`src/rtl/jump_redirect_ctrl_pkg.sv`:
```
// Shared types and constants for the jump/trap redirect controller.
// Supplies the address width and zero defaults when none are set.
`ifndef ADDR_WIDTH
`define ADDR_WIDTH 32
`endif

`ifndef ZERO
`define ZERO '0
`endif

package jump_redirect_ctrl_pkg;

    typedef enum logic [1:0] {
        RDR_IDLE   = 2'd0,
        RDR_PEND   = 2'd1,
        RDR_REDIR  = 2'd2,
        RDR_SHADOW = 2'd3
    } rdr_state_e;

    localparam int CNT_W = 3;

    function automatic logic [CNT_W-1:0] shadow_len(input int n);
        return CNT_W'(n);
    endfunction

endpackage

```
`src/rtl/jump_redirect_ctrl_flush_shadow_cnt.sv`:
```
// Loadable down-counter for the post-redirect shadow window.
// Ports: clk, rst, load, load_val, en, cnt, last (cnt == 1).
module flush_shadow_cnt
    import jump_redirect_ctrl_pkg::*;
(
    input  logic             clk,
    input  logic             rst,
    input  logic             load,
    input  logic [CNT_W-1:0] load_val,
    input  logic             en,
    output logic [CNT_W-1:0] cnt,
    output logic             last
);

    logic [CNT_W-1:0] cnt_q;

    always_ff @(posedge clk or posedge rst) begin
        if (rst) begin
            cnt_q <= `ZERO;
        end else if (load) begin
            cnt_q <= load_val;
        end else if (en && cnt_q != '0) begin
            cnt_q <= cnt_q - 1'b1;
        end
    end

    assign cnt  = cnt_q;
    assign last = (cnt_q == CNT_W'(1));

endmodule

```
`src/rtl/jump_redirect_ctrl.sv`:
```
// PC redirect / squash sequencer for taken jumps and trap vectors.
// Ports: clk_i, rst_i, ex_valid_i, jump_enable_i, jump_addr_i, trap_i,
//   trap_addr_i, hold_ex_i, hold_mem_i -> stall_o, stall_ex_o,
//   redirect_o, redirect_addr_o, flush_o, misalign_o.
// Optional: REDIRECT_ALIGN_CHECK_EN rejects jumps with addr[1:0] != 0.
module jump_redirect_ctrl
    import jump_redirect_ctrl_pkg::*;
#(
    parameter int AW           = `ADDR_WIDTH,
    parameter int FLUSH_CYCLES = 2
) (
    input  logic          clk_i,
    input  logic          rst_i,
    input  logic          ex_valid_i,
    input  logic          jump_enable_i,
    input  logic [AW-1:0] jump_addr_i,
    input  logic          trap_i,
    input  logic [AW-1:0] trap_addr_i,
    input  logic          hold_ex_i,
    input  logic          hold_mem_i,
    output logic          stall_o,
    output logic          stall_ex_o,
    output logic          redirect_o,
    output logic [AW-1:0] redirect_addr_o,
    output logic          flush_o,
    output logic          misalign_o
);

    localparam logic [CNT_W-1:0] FLUSH_LD = shadow_len(FLUSH_CYCLES);

    rdr_state_e       state_q, state_d;
    logic [AW-1:0]    target_q, target_d;
    logic             cnt_load, cnt_en, cnt_last;
    logic [CNT_W-1:0] cnt_q;
    logic             hold, accept, bad_align, misalign_d;

    assign hold   = hold_ex_i | hold_mem_i;
    assign accept = (state_q == RDR_IDLE) & ex_valid_i & jump_enable_i;

`ifdef REDIRECT_ALIGN_CHECK_EN
    assign bad_align = (jump_addr_i[1:0] != 2'b00);
`else
    assign bad_align = 1'b0;
`endif

    always_ff @(posedge clk_i or posedge rst_i) begin
        if (rst_i) begin
            state_q  <= RDR_IDLE;
            target_q <= `ZERO;
        end else begin
            state_q  <= state_d;
            target_q <= target_d;
        end
    end

    always_comb begin
        state_d    = state_q;
        target_d   = target_q;
        cnt_load   = 1'b0;
        cnt_en     = 1'b0;
        misalign_d = 1'b0;
        unique case (state_q)
            RDR_IDLE: begin
                if (trap_i) begin
                    state_d  = RDR_REDIR;
                    target_d = trap_addr_i;
                end else if (accept && bad_align) begin
                    // Rejected target: the trap unit takes over.
                    misalign_d = 1'b1;
                end else if (accept) begin
                    state_d  = hold ? RDR_PEND : RDR_REDIR;
                    target_d = jump_addr_i;
                end
            end
            RDR_PEND: begin
                if (trap_i) begin
                    state_d  = RDR_REDIR;
                    target_d = trap_addr_i;
                end else if (!hold) begin
                    state_d = RDR_REDIR;
                end
            end
            RDR_REDIR: begin
                if (trap_i) begin
                    state_d  = RDR_REDIR;
                    target_d = trap_addr_i;
                end else if (FLUSH_CYCLES == 0) begin
                    state_d = RDR_IDLE;
                end else begin
                    state_d  = RDR_SHADOW;
                    cnt_load = 1'b1;
                end
            end
            RDR_SHADOW: begin
                if (trap_i) begin
                    state_d  = RDR_REDIR;
                    target_d = trap_addr_i;
                end else if (!hold_mem_i) begin
                    // The window only ages on cycles the pipe advances.
                    cnt_en = 1'b1;
                    if (cnt_last) begin
                        state_d = RDR_IDLE;
                    end
                end
            end
        endcase
    end

    flush_shadow_cnt u_cnt (
        .clk      (clk_i),
        .rst      (rst_i),
        .load     (cnt_load),
        .load_val (FLUSH_LD),
        .en       (cnt_en),
        .cnt      (cnt_q),
        .last     (cnt_last)
    );

`ifdef REDIRECT_ALIGN_CHECK_EN
    logic misalign_q;

    always_ff @(posedge clk_i or posedge rst_i) begin
        if (rst_i) begin
            misalign_q <= 1'b0;
        end else begin
            misalign_q <= misalign_d;
        end
    end

    assign misalign_o = misalign_q;
`else
    assign misalign_o = 1'b0;
`endif

    assign stall_o         = hold;
    assign stall_ex_o      = hold_mem_i;
    assign redirect_o      = (state_q == RDR_REDIR);
    assign flush_o         = (state_q == RDR_REDIR) | (state_q == RDR_SHADOW);
    assign redirect_addr_o = target_q;

endmodule

```
`config.mk`:
```
export PLATFORM = sky130hd
export DESIGN_NAME = jump_redirect_ctrl
export DESIGN_NICKNAME = d
export VERILOG_FILES = /design/src/rtl/jump_redirect_ctrl_pkg.sv /design/src/rtl/jump_redirect_ctrl_flush_shadow_cnt.sv /design/src/rtl/jump_redirect_ctrl.sv
export SDC_FILE = /design/constraint.sdc
export NUM_CORES = 1
export LEC_CHECK = 0
export CAP_MARGIN = 15
export CORE_ASPECT_RATIO = 0.6
export CORE_MARGIN = 2
export CORE_UTILIZATION = 37
export CTS_CLUSTER_DIAMETER = 50
export DETAILED_ROUTE_END_ITERATION = 10
export PLACE_DENSITY = 0.89
export RECOVER_POWER = 25
export SLEW_MARGIN = 20
export SYNTH_ARGS = -nofsm -noshare
export SYNTH_HDL_FRONTEND = slang
export SYNTH_SLANG_ARGS = --single-unit
export TNS_END_PERCENT = 30
```
`constraint.sdc`:
```
create_clock -name clk_i -period 1.9 [get_ports clk_i]
set_clock_uncertainty 0.1 [all_clocks]
set_input_delay 0.38 -clock clk_i [delete_from_list [all_inputs] [get_ports clk_i]]
set_output_delay 0.38 -clock clk_i [all_outputs]
set_load 0.1 [all_outputs]
```
After elaboration in Yosys (flattened, before gate mapping)
Cells that the tools add are included.
{"block": "op_classes", "bitwise_logic": 4, "muxes": 21, "addsub": 1, "eq_ne": 9, "reduce_logical": 7}
{"cell": "$mux 32", "count": 3}
{"cell": "$pmux 32 s2", "count": 1}
{"cell": "$mux 2", "count": 8}
{"cell": "$ne 3x3->1 const B", "count": 4}
{"cell": "$pmux 2 s4", "count": 1}
{"cell": "$mux 1", "count": 6}
{"cell": "$mux 3", "count": 2}
{"cell": "$eq 2x2->1 const B", "count": 2}
{"cell": "$reduce_and 4->1", "count": 1}
{"cell": "$eq 3x1->1 const B", "count": 1}
{"cell": "$reduce_bool 3->1", "count": 1}
{"cell": "$reduce_or 3->1", "count": 1}
{"cell": "$sub 3x1->3 const B", "count": 1}
{"cell": "$and 1x1->1", "count": 2}
{"cell": "$eq 2x1->1 const B", "count": 1}
{"cell": "$logic_not 2->1", "count": 1}
{"cell": "$ne 2x1->1 const B", "count": 1}
{"cell": "$or 1x1->1", "count": 2}
{"cell": "$reduce_and 2->1", "count": 1}
{"cell": "$reduce_bool 2->1", "count": 1}
{"cell": "$logic_and 1x1->1", "count": 1}
{"block": "totals", "reg_bits": 37, "out_inout_bits": 37}

Longest topological paths before layout
{"block": "depth", "word_depth": 6, "ltp_mapped": 5, "mapped_depth_nobuf": 5}

Cells and area by module
A second synthesis with hierarchy kept.
{"block": "unflattened", "cells_unflattened": 155, "area_unflattened_um2": 1850.5}
{"module": "jump_redirect_ctrl", "cells_per_inst": 130, "area_per_inst_um2": 1625.3, "n_inst": 1}
{"module": "flush_shadow_cnt", "cells_per_inst": 25, "area_per_inst_um2": 225.2, "n_inst": 1}

Least setup slack after synthesis
No wires, ideal clock.
{"block": "synth_timing", "path_kind": "reg2out", "startpoint": "register state_q[1]", "endpoint": "output redirect_o", "setup_slack_ns": -0.394, "path_buffers": 0, "t_arrival_ns": 1.814, "path_stages_with_launch": 2, "path_cell_list": "dfrtp_1 > nor2b_1"}
{"block": "synth_between", "elab_chain_len": 1}
{"element": "start, declared", "line_no": "jump_redirect_ctrl.sv:31", "source": "rdr_state_e state_q, state_d;"}
{"element": "start signal, assigned", "line_no": "jump_redirect_ctrl.sv:51", "source": "state_q <= state_d;"}
{"element": "$eq 2x2->1", "line_no": "jump_redirect_ctrl.sv:137", "source": "assign redirect_o = (state_q == RDR_REDIR);"}
{"element": "end, declared", "line_no": "jump_redirect_ctrl.sv:23", "source": "output logic redirect_o,"}
No other way between the ends.

Worst setup path after layout
{"block": "layout_timing", "startpoint": "input hold_mem_i", "endpoint": "output stall_o"}
{"block": "layout_between", "elab_chain_len": 1}
{"element": "start, declared", "line_no": "jump_redirect_ctrl.sv:20", "source": "input logic hold_mem_i,"}
{"element": "$or 1x1->1", "line_no": "jump_redirect_ctrl.sv:37", "source": "assign hold = hold_ex_i | hold_mem_i;"}
{"element": "end, declared", "line_no": "jump_redirect_ctrl.sv:21", "source": "output logic stall_o,"}
No other way between the ends.

==> metrics.yaml <==
placement:
  io_buffers: 106
  placed_area_um2: 3320
  place_congestion: 0.778
  dp_slack_ps: -151
  hpwl_um: 4380
routing:
  drt_iter0_drc: 48
  highest_layer: "met4"
  vias: 1663
  wl_um: 5560
  met2_length_um: 2510
  wl_met1_um: 2490
  ant_nets: 0
  viasPerCell: 5.15
  route.met3.wl_um: 529
  drcViolationCount: 0
  wl_per_cell_um: 17.2
  dr.pass1.iters: 4
critical_path:
  critical-path-top-delay-family: "buffers and inverters"
  critPathRequiredTime_ps: 1420
  r2r_start: "state_q[0]"
  worst_r2r_path_depth: 4
  cp-start-kind: "primary input"
  crit_path_max_incr_delay_ps: 470
  arrival_ps: 1350
  cp_cell_sequence: "clkdlybuf4s50_1, nor2_1, inv_1, buf_12"
  r2r_setup_slack_ps: 250
  worstSetupPathType: "in -> out"
  path_buf_inv: 3
  r2r-end: "redirect_addr_o[24]"
  cp_max_fo: 3
  endpoint_kind: "output port"
  cp_slowest_cell: "clkdlybuf4s50_1"
timing:
  rsz0062_at_grt: "false"
  fin_ws_ps: 68.6
  relSlewSlack_pct: 40.6
  finalSetupViolCount: 0
  max_freq_mhz: 546
  setup_tns_ps: 0
  finalCritPeriodShare_pct: 96.4
  finalCriticalPeriod_ps: 1830
  hold_viol: 0
  report.final.slew_viol_count: 0
  fin_hold_ws_ps: 426
  worstMarginPinSlew_ps: 891
pwr:
  swShare_pct: 45.2
  p_comb_share_pct: 53.8
  power_switching_uw: 1580
  max-vdd-ir-drop_mv: 0.515
  seq_power_share_pct: 30.6
  powerDensity_nw_per_um2: 1030
  internal_power_uw: 1910
  leakagePower_uw: 0.00139
  clock_power_share_pct: 15.6
worst_hold_path:
  holdCritPathClass: "reg -> reg"
  holdPathEnd: "u_cnt.cnt[0]"
  hp-start: "u_cnt.cnt[0]"
  hold_depth: 1
logic_synthesis:
  yosysTopAreaCell: "dfrtp_1"
  yosys.cell_types.count: 27
  synth_ff_type: "dfrtp_1"
  syn_area_per_cell_um2: 12.2
  syn_nets: 222
  synth_top_cell_area_share_pct: 51.3
  syn_area_um2: 1810
  yosys_warnings: 0
  async_flop_share_pct: 100
  synth_edf_count: 0
  synth_seq_cells: 37
  synthCells: 148
  yosysMostFrequentCell: "dfrtp_1"
  seq_area_frac_synth_pct: 51.3
  synthTopCellsByArea: "dfrtp_1, o221a_1, nand2b_1"
  synth_commonest_cells: "dfrtp_1, nand2b_1, o221a_1"
die:
  die_h_um: 58.1
  ios: 108
  start_util_pct: 38.9
  rows: 19
  die_w_um: 94.2
  core_area_um2: 4640
  die-area_um2: 5470
layout:
  syn2layout_area_growth_pct: 88.5
  final_util_pct: 73.4
  drive_above_1_share_pct: 22.7
  nNetsFinal: 333
  fin_area_um2: 3400
  diodes: 0
global_routing:
  antenna_found_initial: 0
  grt_pass1_wl_um: 8890
  grt_pass1_vias: 1789
  grt_overflow: 0
  grt_usage_pct: 21.8
  grt_max_degree: 38
cts:
  hold_buffers: 0
  path_clk_slew_ps: 80
  cts_tree: "done"
  insertion_delay_ps: 290
  post_cts_resized: 0
  cts_setup_buffers: 0
  cts_sinks: 37
  clockRootBuffer: "clkbuf_8"
  cts_made_buffers: 5
  clockBufferDepth: 2
  h-tree-depth: 2
status:
  status: "complete, no violations"
job:
  cap_violations: 0
## registers in the layout (all words and copies together), names as in the netlist
register and cells:
redirect_addr_o 32, state_q 2, u_cnt.cnt 3
## metal layers
metal  vias up  global-route usage, %
met5         -                      0
met4         0                   6.42
met3         4                   7.41
met2        87                   34.2
met1       803                   29.0
li1        769                      -
## power groups by stage
stage	logic, µW	registers, µW	clock network, µW
floorplan	496	1660	0
global placement	1850	1070	0
detailed placement	1880	1080	0
CTS	1890	1070	561
global route	1950	1090	603
finish	1880	1070	545
## per-stage QoR
| step | total power, µW | cells |
|---|---|---|
| after floorplan | 2160 | 148 |
| after detailed placement | 2960 | 315 |
| after global routing | 3640 | 323 |
| final | 3490 | 323 |
| after global placement | 2920 | 315 |
| after CTS | 3510 | 323 |
## cell usage in the layout, fill, tap and decap left out, types with 2 or more instances in the layout
master / count
nand2b_1: 33
inv_1: 5
o221a_1: 32
a21oi_1: 2
mux2i_1: 2
ha_1: 3
buf_12: 37
clkbuf_8: 5
clkinv_2: 2
buf_4: 10
clkdlybuf4s50_1: 69
dfrtp_1: 37
nor2_1: 4
## cell type report
class	count	area, µm²
well taps	63	78.8
multi-input cells	92	772
repair buffers	118	1520
flip-flops and latches	37	926
fillers	308	1230
clock inverters	3	17.5
inverters	5	18.8
clock buffers	5	68.8
## worst reg2reg max path, delay by kind of cell, from the launching register on
| kind | cells | cell delay, ps |
|---|---|---|
| flip-flops | 1 | 470 |
| buffers and inverters | 1 | 220 |
| AND/OR/NAND/NOR | 2 | 450 |
| AO/OA/AOI/OAI | 1 | 290 |
## worst max-delay path by stage
stage | from | endpoint | slack [ps] | depth (start not counted)
global route | hold_mem_i | stall_o | 70 | 4
finish | hold_mem_i | stall_o | 70 | 4
detailed placement | ex_valid_i | redirect_addr_o[24] | -150 | 5
floorplan | state_q[1] | redirect_o | 130 | 1
global placement | ex_valid_i | redirect_addr_o[12] | -60 | 5
CTS | hold_mem_i | stall_o | 90 | 4
## logic make-up (layout without fill, tap and decap cells)
logic type / Yosys count / in the layout / share of synthesized area [%]
simple gates: 50 / 50 / 17.7
flops: 37 / 37 / 51.3
compound gates: 36 / 36 / 21.6
buf+inv: 19 / 131 / 6.10
fa+ha+maj: 3 / 3 / 2.08
mux: 2 / 2 / 1.11
other cells: 1 / 1 / 0.208
Power figures use the tool's default switching activity.
